## config.mk

```make
export PLATFORM = sky130hd
export DESIGN_NAME = lcd_framebuffer_writer
export DESIGN_NICKNAME = d
export VERILOG_FILES = /design/src/rtl/lcd_framebuffer_writer.sv
export SDC_FILE = /design/constraint.sdc
export NUM_CORES = 1
export LEC_CHECK = 0
export ABC_CLOCK_PERIOD_IN_PS = 6700
export CORE_UTILIZATION = 40
export DETAILED_ROUTE_END_ITERATION = 10
export DONT_BUFFER_PORTS = 1
export PLACE_DENSITY = 0.59
export SLEW_MARGIN = 20
export SYNTH_ARGS = -nofsm -noshare
export SYNTH_HDL_FRONTEND = slang
export SYNTH_SLANG_ARGS = --single-unit
```

## constraint.sdc

```tcl
create_clock -name clk_in -period 6.7 [get_ports clk_in]
set_input_delay 0 -clock clk_in [delete_from_list [all_inputs] [get_ports clk_in]]
set_output_delay 0 -clock clk_in [all_outputs]
set_load 0.005 [all_outputs]
```

## src/rtl/lcd_framebuffer_writer.sv

```systemverilog
// lcd_framebuffer_writer: packs the PPU 2-bit pixel stream four-per-byte into framebuffer write requests.
// Define DOUBLE_BUFFER_EN to alternate write banks per frame; otherwise a single bank-0 framebuffer is used.
module lcd_framebuffer_writer #(
   parameter int SCREEN_W = 160,
   parameter int SCREEN_H = 144
) (
   input  logic        clk_in,
   input  logic        rst_in,
   input  logic        lcd_en_in,
   input  logic [1:0]  pixel_in,
   input  logic        pixel_valid_in,
   input  logic        hblank_in,
   input  logic        vblank_in,
   input  logic        err_clear_in,
   output logic [13:0] wr_addr_out,
   output logic [7:0]  wr_data_out,
   output logic        wr_en_out,
   output logic        frame_done_out,
   output logic [7:0]  frame_count_out,
   output logic        line_err_out,
   output logic        display_bank_out
);
   localparam int XW  = $clog2(SCREEN_W + 1);
   localparam int YW  = $clog2(SCREEN_H + 1);
   localparam int BPL = SCREEN_W / 4;

   logic [XW-1:0] x_q, x_d, x_a;
   logic [YW-1:0] y_q, y_d;
   logic [1:0]    slot_q, slot_d, slot_a;
   logic [7:0]    pack_q, pack_d, pack_a;
   logic          hb_q, vb_q, hb_edge, vb_edge;
   logic          wr_en_q, wr_en_d, wr_bank_q, wr_bank_d;
   logic [12:0]   wr_off_q, wr_off_d;
   logic [7:0]    wr_data_q, wr_data_d;
   logic          fd_q, fd_d, err_q, err_d, bank_q, bank_d, disp_q, disp_d;
   logic [7:0]    fc_q, fc_d;
   logic          accept, drop, line_end, short_line;

   always_comb begin
      hb_edge    = hblank_in & ~hb_q;
      vb_edge    = vblank_in & ~vb_q;
      accept     = pixel_valid_in & lcd_en_in & (x_q < XW'(SCREEN_W)) & (y_q < YW'(SCREEN_H));
      drop       = pixel_valid_in & lcd_en_in & ~accept;
      pack_a     = pack_q;
      if (accept) pack_a[{~slot_q, 1'b0} +: 2] = pixel_in;
      // x_a/slot_a are the position after this cycle's pixel, so a same-cycle line end sees it
      x_a        = accept ? x_q + 1'b1 : x_q;
      slot_a     = accept ? slot_q + 2'd1 : slot_q;
      line_end   = lcd_en_in & (hb_edge | vb_edge);
      short_line = line_end & (x_a != '0) & (x_a < XW'(SCREEN_W));
      wr_en_d    = (accept & (slot_a == 2'd0)) | (line_end & (slot_a != 2'd0));
      wr_off_d   = wr_en_d ? 13'(y_q) * 13'(BPL) + 13'((x_a - 1'b1) >> 2) : wr_off_q;
      wr_data_d  = wr_en_d ? pack_a : wr_data_q;
      wr_bank_d  = wr_en_d ? bank_q : wr_bank_q;
      x_d        = (~lcd_en_in | line_end) ? '0 : x_a;
      slot_d     = (~lcd_en_in | line_end) ? '0 : slot_a;
      pack_d     = (~lcd_en_in | line_end | wr_en_d) ? '0 : pack_a;
      fd_d       = lcd_en_in & vb_edge;
      y_d        = (~lcd_en_in | fd_d) ? '0 :
                   (line_end & hb_edge & (x_a != '0) & (y_q != YW'(SCREEN_H))) ? y_q + 1'b1 : y_q;
      fc_d       = fc_q + 8'(fd_d);
      err_d      = (drop | short_line) ? 1'b1 : err_clear_in ? 1'b0 : err_q;
`ifdef DOUBLE_BUFFER_EN
      bank_d     = bank_q ^ fd_d;
      disp_d     = fd_d ? bank_q : disp_q;
`else
      bank_d     = 1'b0;
      disp_d     = 1'b0;
`endif
   end

   always_ff @(posedge clk_in or negedge rst_in) begin
      if (!rst_in) begin
         x_q       <= '0;
         y_q       <= '0;
         slot_q    <= '0;
         pack_q    <= '0;
         hb_q      <= 1'b0;
         vb_q      <= 1'b0;
         wr_en_q   <= 1'b0;
         wr_off_q  <= '0;
         wr_data_q <= '0;
         wr_bank_q <= 1'b0;
         fd_q      <= 1'b0;
         fc_q      <= '0;
         err_q     <= 1'b0;
         bank_q    <= 1'b0;
         disp_q    <= 1'b0;
      end else begin
         x_q       <= x_d;
         y_q       <= y_d;
         slot_q    <= slot_d;
         pack_q    <= pack_d;
         hb_q      <= hblank_in;
         vb_q      <= vblank_in;
         wr_en_q   <= wr_en_d;
         wr_off_q  <= wr_off_d;
         wr_data_q <= wr_data_d;
         wr_bank_q <= wr_bank_d;
         fd_q      <= fd_d;
         fc_q      <= fc_d;
         err_q     <= err_d;
         bank_q    <= bank_d;
         disp_q    <= disp_d;
      end
   end

   assign wr_addr_out      = {wr_bank_q, wr_off_q};
   assign wr_data_out      = wr_data_q;
   assign wr_en_out        = wr_en_q;
   assign frame_done_out   = fd_q;
   assign frame_count_out  = fc_q;
   assign line_err_out     = err_q;
   assign display_bank_out = disp_q;
endmodule

```

==> results.cfg, run 1 <==
[worst_setup_path]
path_class = reg -> reg
slowest_delay_ns = 0.50
critPathArrivalTime_ns = 4.52
crit_chain = o31ai_2 -> nand4_1 -> mux2i_4 -> a21oi_1 -> xnor2_1 -> ha_1 -> inv_1 -> fa_1 -> nor2b_1 -> o21ai_0 -> a21boi_0 -> o21ai_0 -> a2111oi_0 -> a221oi_1
critical_path.max_fanout = 11
cp_top_family = compound AO/OA/AOI/OAI gates
crit_buf_inv = 1
endpoint_kind = flop
worstSetupStartpointType = flop
crit_required_ns = 6.89
path_common_cell = o21ai_0
crit_slowest_cell = nand4_1

[routing]
vias = 2910
drtAntennaViolNets = 0
routed_wl_mm = 7.73
routedLengthMet1_mm = 3.51
firstDrtPassIters = 4
met3_length_um = 399
routed.top_layer = met4
drt_iter0_markers = 145
vias_per_cell = 5.47
avgRoutedWirePerCell_um = 14.5
drc = 0
met2WireLength_mm = 3.63

[clocking]
clock_sinks = 60
cts_hold_buffers = 8
path_clk_slew_ns = 0.08
cts_resized = 0
cts-root-buf = clkbuf_8
cts_max_path_buffers = 2
numCtsBuffers = 9
clock_latency_ns = 0.34
cts_tree = done
post_cts_buffers = 0
htree_levels = 3

[finish]
syn_to_final_growth_pct = 11.2
drive_gt1_frac = 0.0760
final_cell_mix = dfrtp_1, nand2_1, nor2_1
layout_commonest_cell = dfrtp_1
nets = 457
fill_cells = 886
antennaDiodeCount = 0
final_cell_area_um2 = 4180

[timing]
worst_pin_slew_ns = 0.984
slew_headroom = 0.341
setup_viol = 0
rsz0062_at_grt = no
fin_crit_sh = 0.647
maxClockFrequency_mhz = 231
finalHoldViolations = 0
setup_tns_ns = 0
skew_ns = 0.00731
drv_slew = 0
min_period_ns = 4.33

[synthesis]
synth_edf_count = 0
synth_top_family_by_area = simple AND/OR/NAND/NOR gates
synthesis.area_um2 = 3760
syn_area_per_cell_um2 = 9.10
synthArstFlopShare = 1.00
muxShareOfSynthArea = 0.0413
ys_warn_count = 0
netlist_instances = 413
synthAdderAreaFrac = 0.111
ys_ff_latch = 60
synth_xor_area_frac = 0.0536
synth_compound_area_frac = 0.153
synth_cell_types = 54
yosysSeqAreaShare = 0.399
synthSimpleGateAreaFrac = 0.201
synth_flop_cell = dfrtp_1

[power_and_ir_drop]
pwr-share-seq = 0.467
ir_worst_vdd_mv = 0.0895
switchingPower_uw = 252
switching_share = 0.264
combPwrFrac = 0.104
p_clk_frac = 0.429
cellLeakagePower_uw = 0.00184
power_density_nw_per_um2 = 228
p_int_uw = 703

[floorplanning]
fp-row-count = 35
die_height_um = 98.9
fp.coreArea_um2 = 9150
start_util = 0.411
die_area_um2 = 9790
die_w_um = 98.9
pin_count = 43

[place]
dp_hpwl_mm = 5.67
numPortBuffers = 0
place_area_um2 = 3830
gp_congestion = 0.890

[min_path]
hold_class = in -> reg

[global_route]
grt_pass1_vias = 2819
grt_start_max_net_pins = 61
grt_overflow_total = 0
grt_pass1_wl_mm = 13.1
antenna_found_initial = 0
grt_usage = 0.170

[run]
maxCapViolCount = 0

[run_status]
status = complete, no violations
==> stage by stage <==
step | util | hold slack, ns | power, uW | instances | worst slack, ns
final | 0.457 | 0.0538 | 955 | 532 | 2.37
after global routing | 0.457 | 0.0583 | 1000 | 532 | 2.02
after CTS | 0.456 | 0.0350 | 970 | 532 | 2.39
after detailed placement | 0.419 | -0.294 | 541 | 508 | 2.42
after global placement | 0.419 | -0.294 | 537 | 508 | 2.58
after floorplan | - | -0.296 | 513 | 414 | 3.07
==> sequential cells by signal (all words and copies together), names as in the netlist <==
name             count
frame_count_out      8
frame_done_out       1
hb_q                 1
line_err_out         1
pack_q               8
slot_q               2
vb_q                 1
wr_data_out          8
wr_en_out            1
wr_off_q            13
x_q                  8
y_q                  8
==> logic make-up (layout without fill, tap and decap cells) <==
| family | Yosys count | in the layout |
|---|---|---|
| other | 1 | 2 |
| DFF | 60 | 60 |
| and+or+nand+nor | 158 | 158 |
| muxes | 14 | 14 |
| buffers and inverters | 37 | 44 |
| AOI/OAI and AO/OA | 88 | 88 |
| adders and majority gates | 32 | 32 |
| xor gates and xnor gates | 23 | 23 |
==> routing by layer <==
layer,global-route usage,vias to the layer above
met5,0,-
met4,0.0827,0
met3,0.0454,13
met2,0.272,71
met1,0.214,1387
li1,-,1439
==> synthesized netlist by cell type (all sizes together) (8+ instances only) <==
library cell | count | area, um2
a21oi | 25 | 129
xor2 | 9 | 78.8
nor3 | 8 | 40.0
inv | 19 | 71.3
clkbuf | 11 | 41.3
nand2 | 53 | 199
nand3 | 14 | 75.1
o21ai | 26 | 130
ha | 30 | 375
xnor2 | 14 | 123
dfrtp | 60 | 1500
nor2 | 40 | 150
mux2i | 12 | 133
==> power groups by stage <==
| stage | logic, uW | registers (uW) | clock network, uW |
|---|---|---|---|
| after floorplan | 72.5 | 441 | 0 |
| after global placement | 84.9 | 452 | 0 |
| after detailed placement | 87.0 | 454 | 0 |
| after CTS | 102 | 447 | 422 |
| after global routing | 116 | 452 | 437 |
| final | 99.2 | 446 | 410 |
==> final timing paths <==
kind                       slack (ns)                         start  cells after the start                           end
min                              0.05                     vblank_in                      2      frame_done_out$_DFF_PN0_
max                              2.37            y_q[6]$_DFFE_PN0P_                     14      wr_off_q[11]$_DFFE_PN0P_
min in group asynchronous        0.18                        rst_in                      2  frame_count_out[2]$_DFF_PN0_
max in group asynchronous        6.25                        rst_in                      2            y_q[3]$_DFFE_PN0P_
min reg2reg                      0.50  frame_count_out[7]$_DFF_PN0_                      1  frame_count_out[7]$_DFF_PN0_
max reg2reg                      2.37            y_q[6]$_DFFE_PN0P_                     14      wr_off_q[11]$_DFFE_PN0P_
==> area by class of cell <==
cell class	count	area, um2	share of cell area
multi-input cells	317	2110	0.506
flip-flops and latches	60	1500	0.359
well taps	111	139	0.0332
clock buffers	10	138	0.0329
clock inverters	6	111	0.0266
repair buffers	9	105	0.0251
inverters	19	71.3	0.0171
No activity file was read; power rests on OpenSTA's default activity.
==> run 2, diff against run 1 <==
--- a/config.mk
+++ b/config.mk
@@ -5,7 +5,7 @@
 export SDC_FILE = /design/constraint.sdc
 export NUM_CORES = 1
 export LEC_CHECK = 0
-export ABC_CLOCK_PERIOD_IN_PS = 6700
+export ABC_CLOCK_PERIOD_IN_PS = 4100
 export CORE_UTILIZATION = 40
 export DETAILED_ROUTE_END_ITERATION = 10
 export DONT_BUFFER_PORTS = 1
==> constraint.sdc (replaced) <==
create_clock -name clk_in -period 4.1 [get_ports clk_in]
set_input_delay 0 -clock clk_in [delete_from_list [all_inputs] [get_ports clk_in]]
set_output_delay 0 -clock clk_in [all_outputs]
set_load 0.005 [all_outputs]
==> run 2 against run 1 <==
Combinational power grew 73%; sequential share of layout area shrank 0.54 points; clock power grew 20%; flip-flop and latch count is the same; final cell count grew 2.8%; highest routed layer unchanged.
==> results.cfg, run 2 (synthesis results as in run 1) <==
[run_status]
status = complete, no violations

[power_and_ir_drop]
p_clk_frac = 0.353
switchingPower_uw = 410
pwr-share-seq = 0.524
power_density_nw_per_um2 = 328
cellLeakagePower_uw = 0.00188
combPwrFrac = 0.123
switching_share = 0.294
ir_worst_vdd_mv = 0.145
p_int_uw = 983

[finish]
nets = 473
fill_cells = 889
syn_to_final_growth_pct = 12.9
fin_cells = 547
largest_reg_flops = 13
final_cell_mix = dfrtp_1, nand2_1, nor2_1
regMostFlops = wr_off_q
drive_gt1_frac = 0.112
antennaDiodeCount = 0
layout_commonest_cell = dfrtp_1

[floorplanning]
die_area_um2 = 9790
die_w_um = 98.9
fp-row-count = 35
pin_count = 43
fp.coreArea_um2 = 9150
start_util = 0.411
die_height_um = 98.9

[timing]
rsz0062_at_grt = no
finalHoldViolations = 0
slew_headroom = 0.377
fin_ws_ns = 0.296
skew_ns = 0.0142
maxClockFrequency_mhz = 263
drv_slew = 0
setup_viol = 0
fin_crit_sh = 0.928
setup_tns_ns = 0
min_period_ns = 3.80
worst_pin_slew_ns = 0.934

[place]
dp_cells = 520
dp_hpwl_mm = 5.93
gp_congestion = 0.872
numPortBuffers = 0
dp_slack_ns = 0.170

[worst_setup_path]
path_class = reg -> reg
critical_path.max_fanout = 6
r2r_slack_ns = 0.30
crit_required_ns = 4.33
worstSetupStartpointType = flop
critPathArrivalTime_ns = 4.03
endpoint_kind = flop

[global_route]
grt_overflow_total = 0
grt_pass1_wl_mm = 13.8
grt_start_max_net_pins = 61
antenna_found_initial = 0
grt_pass1_vias = 2843
grt_usage = 0.179

[clocking]
clock_sinks = 60
numCtsBuffers = 9
cts_max_path_buffers = 2
htree_levels = 3
cts_tree = done
path_clk_slew_ns = 0.08
cts-root-buf = clkbuf_8
clock_latency_ns = 0.34

[routing]
drc = 0
firstDrtPassIters = 4
avgRoutedWirePerCell_um = 15.0
drtAntennaViolNets = 0
drt_iter0_markers = 81
vias_per_cell = 5.39
vias = 2951
routed_wl_mm = 8.22

[min_path]
hold_class = in -> reg

[run]
maxCapViolCount = 0
[run 2: cell count changes in the layout (fill, tap and decap cells not counted), sizes merged]
cell	delta
bufinv	-3
buf	+16
clkbuf	+1
clkinvlp	+1
[run 2: repair_timing]
action | 4_1_cts | 5_1_grt
hold buffers | 8 | 0
endpoints found under the hold margin | 72 | 0
setup endpoints to repair | 0 | 4
gates resized for setup | 0 | 4
setup buffers | 0 | 4
[run 2: cell type report]
type                       count  area [um2]  area share
tap                          111         139      0.0327
multi-input combinational    317        2130       0.502
clock inverter                 4        25.0     0.00590
inverter                      19        71.3      0.0168
timing repair buffer          25         225      0.0531
clock buffer                  11         151      0.0357
sequential                    60        1500       0.354
[run 2: power groups by stage]
| stage | Sequential [uW] | Combinational [uW] | Clock [uW] |
|---|---|---|---|
| after floorplan | 720 | 119 | 0 |
| after global placement | 742 | 143 | 0 |
| after detailed placement | 743 | 146 | 0 |
| after CTS | 732 | 170 | 511 |
| after global routing | 740 | 198 | 533 |
| final | 730 | 172 | 492 |
[run 2: worst paths after layout]
check	to	startpoint	cells after the start
max reg2reg	wr_off_q[12]$_DFFE_PN0P_	x_q[0]$_DFF_PN0_	14
min	pack_q[3]$_DFF_PN0_	pixel_in[1]	4
min reg2reg	frame_count_out[7]$_DFF_PN0_	frame_count_out[7]$_DFF_PN0_	1
max	wr_off_q[12]$_DFFE_PN0P_	x_q[0]$_DFF_PN0_	14
max in group asynchronous	x_q[6]$_DFF_PN0_	rst_in	2
min in group asynchronous	wr_off_q[8]$_DFFE_PN0P_	rst_in	2
[run 2: metrics by stage]
step                      instance area (um2)  utilization  hold slack [ns]  power (uW)
after global routing                     4240        0.464           0.0441        1470
after global placement                   3920        0.428           -0.295         884
after floorplan                          3760            -           -0.296         839
after CTS                                4200        0.458          0.00809        1410
after detailed placement                 3920        0.428           -0.294         889
final                                    4240        0.464           0.0115        1390
[run 2: worst max-delay path, cell delays in order (launching register included)]
cell and delay [ns]:
dfrtp_1 0.44, ha_1 0.27, and3_1 0.20, nand3_2 0.10, or3_4 0.43, a21oi_2 0.24
mux2_2 0.37, a211o_1 0.28, ha_1 0.30, a211oi_1 0.29, o21ai_0 0.14, a21o_1 0.19
a31oi_1 0.21, nor4_1 0.06, nand3b_1 0.18
[run 2: metal layers]
layer,vias to the layer above,share of wire,track usage
met4,0,0.018,0.0735
met3,14,0.043,0.0426
met5,-,0,0
met2,65,0.46,0.286
li1,1467,-,-
met1,1405,0.48,0.232
==> run 3, diff against run 2 <==
--- a/config.mk
+++ b/config.mk
@@ -5,12 +5,13 @@
 export SDC_FILE = /design/constraint.sdc
 export NUM_CORES = 1
 export LEC_CHECK = 0
-export ABC_CLOCK_PERIOD_IN_PS = 4100
-export CORE_UTILIZATION = 40
+export ABC_CLOCK_PERIOD_IN_PS = 3500
+export CORE_UTILIZATION = 57
 export DETAILED_ROUTE_END_ITERATION = 10
 export DONT_BUFFER_PORTS = 1
-export PLACE_DENSITY = 0.59
+export PLACE_DENSITY = 0.77
 export SLEW_MARGIN = 20
 export SYNTH_ARGS = -nofsm -noshare
 export SYNTH_HDL_FRONTEND = slang
 export SYNTH_SLANG_ARGS = --single-unit
+export TNS_END_PERCENT = 50
==> constraint.sdc (replaced) <==
create_clock -name clk_in -period 3.5 [get_ports clk_in]
set_input_delay 0 -clock clk_in [delete_from_list [all_inputs] [get_ports clk_in]]
set_output_delay 0 -clock clk_in [all_outputs]
set_load 0.005 [all_outputs]
==> run 3 against run 2 <==
Die area is 29% lower; sequential share of layout area decreased by 1.6 points; highest routed layer unchanged; non-clock buffer count increased by 20; combinational power grew 26%; final cell count decreased by 2.4%; clock power rose by 21%; critical path type unchanged.
==> results.cfg, run 3 (synthesis results as in run 1) <==
[run_status]
status = complete, no violations

[clocking]
cts_max_path_buffers = 2
path_clk_slew_ns = 0.06
cts_tree = done
clock_latency_ns = 0.34
htree_levels = 3
cts-root-buf = clkbuf_8
numCtsBuffers = 9
clock_sinks = 60

[floorplanning]
die_area_um2 = 6920
fp.coreArea_um2 = 6350
die_height_um = 83.2
fp-row-count = 29
start_util = 0.592
die_w_um = 83.2
pin_count = 43

[timing]
setup_viol = 0
setup_tns_ns = 0
slew_headroom = 0.580
drv_slew = 0
fin_crit_sh = 0.977
rsz0062_at_grt = yes
skew_ns = 0.00930
maxClockFrequency_mhz = 292
min_period_ns = 3.42
whs_ns = 0.0884
worst_pin_slew_ns = 0.627
finalHoldViolations = 0

[worst_setup_path]
critical_path.max_fanout = 3
worstSetupStartpointType = flop
crit_required_ns = 3.72
endpoint_kind = flop
path_class = reg -> reg
r2r_slack_ns = 0.08
critPathArrivalTime_ns = 3.64
reg2reg_depth = 14

[place]
numPortBuffers = 0
dp_cells = 504
dp_hpwl_mm = 5.43
place_area_um2 = 4030
gp_congestion = 0.838

[finish]
fin_cells = 534
syn_to_final_growth_pct = 18.3
final_cell_area_um2 = 4450
layout_commonest_cell = dfrtp_1
antennaDiodeCount = 0
regMostFlops = wr_off_q
nets = 493
final_cell_mix = dfrtp_1, nand2_1, nor2_1
largest_reg_flops = 13
drive_gt1_frac = 0.182

[min_path]
min_path_cells = 3
hold_class = in -> reg

[routing]
vias_per_cell = 5.74
routed_wl_mm = 7.67
avgRoutedWirePerCell_um = 14.4
drt_iter0_markers = 142
firstDrtPassIters = 4
drc = 0
drtAntennaViolNets = 0
vias = 3067

[power_and_ir_drop]
power_density_nw_per_um2 = 374
ir_worst_vdd_mv = 0.287
cellLeakagePower_uw = 0.00199

[global_route]
grt_usage = 0.243
antenna_found_initial = 0
grt_start_max_net_pins = 61
grt_overflow_total = 0
grt_pass1_vias = 3034
grt_pass1_wl_mm = 13.5

[run]
maxCapViolCount = 0
run 3: changes by cell type in the layout (fill, tap and decap cells not counted), sizes merged:
cell         change
buf             +19
bufinv           +1
clkinv           +1
clkinvlp         -1
dlygate4sd3      +1
run 3: worst max-delay path: stages (launching register included):
cell and delay, ns:
dfrtp_1 0.41, o31ai_4 0.27, buf_4 0.15, nand3_2 0.08, or3_4 0.42, a21oi_4 0.21, mux2_4 0.33, a211o_1 0.30
ha_4 0.23, a211oi_2 0.21, o21ai_1 0.10, a21o_1 0.22, a21oi_2 0.15, xor2_1 0.15, o21ai_0 0.08
run 3: power by group:
group / leakage (uW) / total, uW / internal, uW / switching [uW]
Sequential: 0.000796 / 850 / 773 / 76.5
Clock: 0.0000931 / 596 / 325 / 271
Combinational: 0.00110 / 217 / 98.0 / 119
run 3: metal layers:
| layer | wire (um) | vias up | track usage | part of all wire |
|---|---|---|---|---|
| met5 | 0 | - | 0 | 0 |
| met1 | 3430 | 1474 | 0.285 | 0.45 |
| met3 | 206 | 20 | 0.0656 | 0.027 |
| met2 | 3860 | 54 | 0.410 | 0.50 |
| met4 | 174 | 0 | 0.122 | 0.023 |
| li1 | - | 1519 | - | - |
run 3: through the flow:
step                      power (uW)  utilization  setup slack (ns)
after floorplan                  984            -          0.000782
after global routing            1740        0.700           -0.0992
after detailed placement        1040        0.634            -0.191
after global placement          1030        0.634           -0.0824
after CTS                       1660        0.685          -0.00611
final                           1660        0.700            0.0806
run 3: area by class of cell:
type	count	area [um2]
Clock buffer	11	131
Sequential cell	60	1500
Timing Repair Buffer	45	378
Clock inverter	5	52.6
Fill cell	474	1900
Multi-Input combinational cell	317	2220
Inverter	19	71.3
Tap cell	77	96.3
run 3: timing repair:
| item | 4_1_cts | 5_1_grt |
|---|---|---|
| setup buffers | 1 | 4 |
| pin swaps | 3 | 10 |
| endpoints found under the hold margin | 74 | 0 |
| setup endpoints to repair | 4 | 6 |
| hold buffers | 9 | 0 |
| resized for setup | 6 | 18 |
run 3: worst paths after layout:
path	start	end
worst max register to register	y_q[6]$_DFFE_PN0P_	wr_off_q[10]$_DFFE_PN0P_
worst min-delay path	lcd_en_in	y_q[7]$_DFFE_PN0P_
min in group asynchronous	rst_in	line_err_out$_DFFE_PN0P_
worst min register to register	frame_count_out[7]$_DFF_PN0_	frame_count_out[7]$_DFF_PN0_
max in group asynchronous	rst_in	y_q[4]$_DFFE_PN0P_
worst max-delay path	y_q[6]$_DFFE_PN0P_	wr_off_q[10]$_DFFE_PN0P_
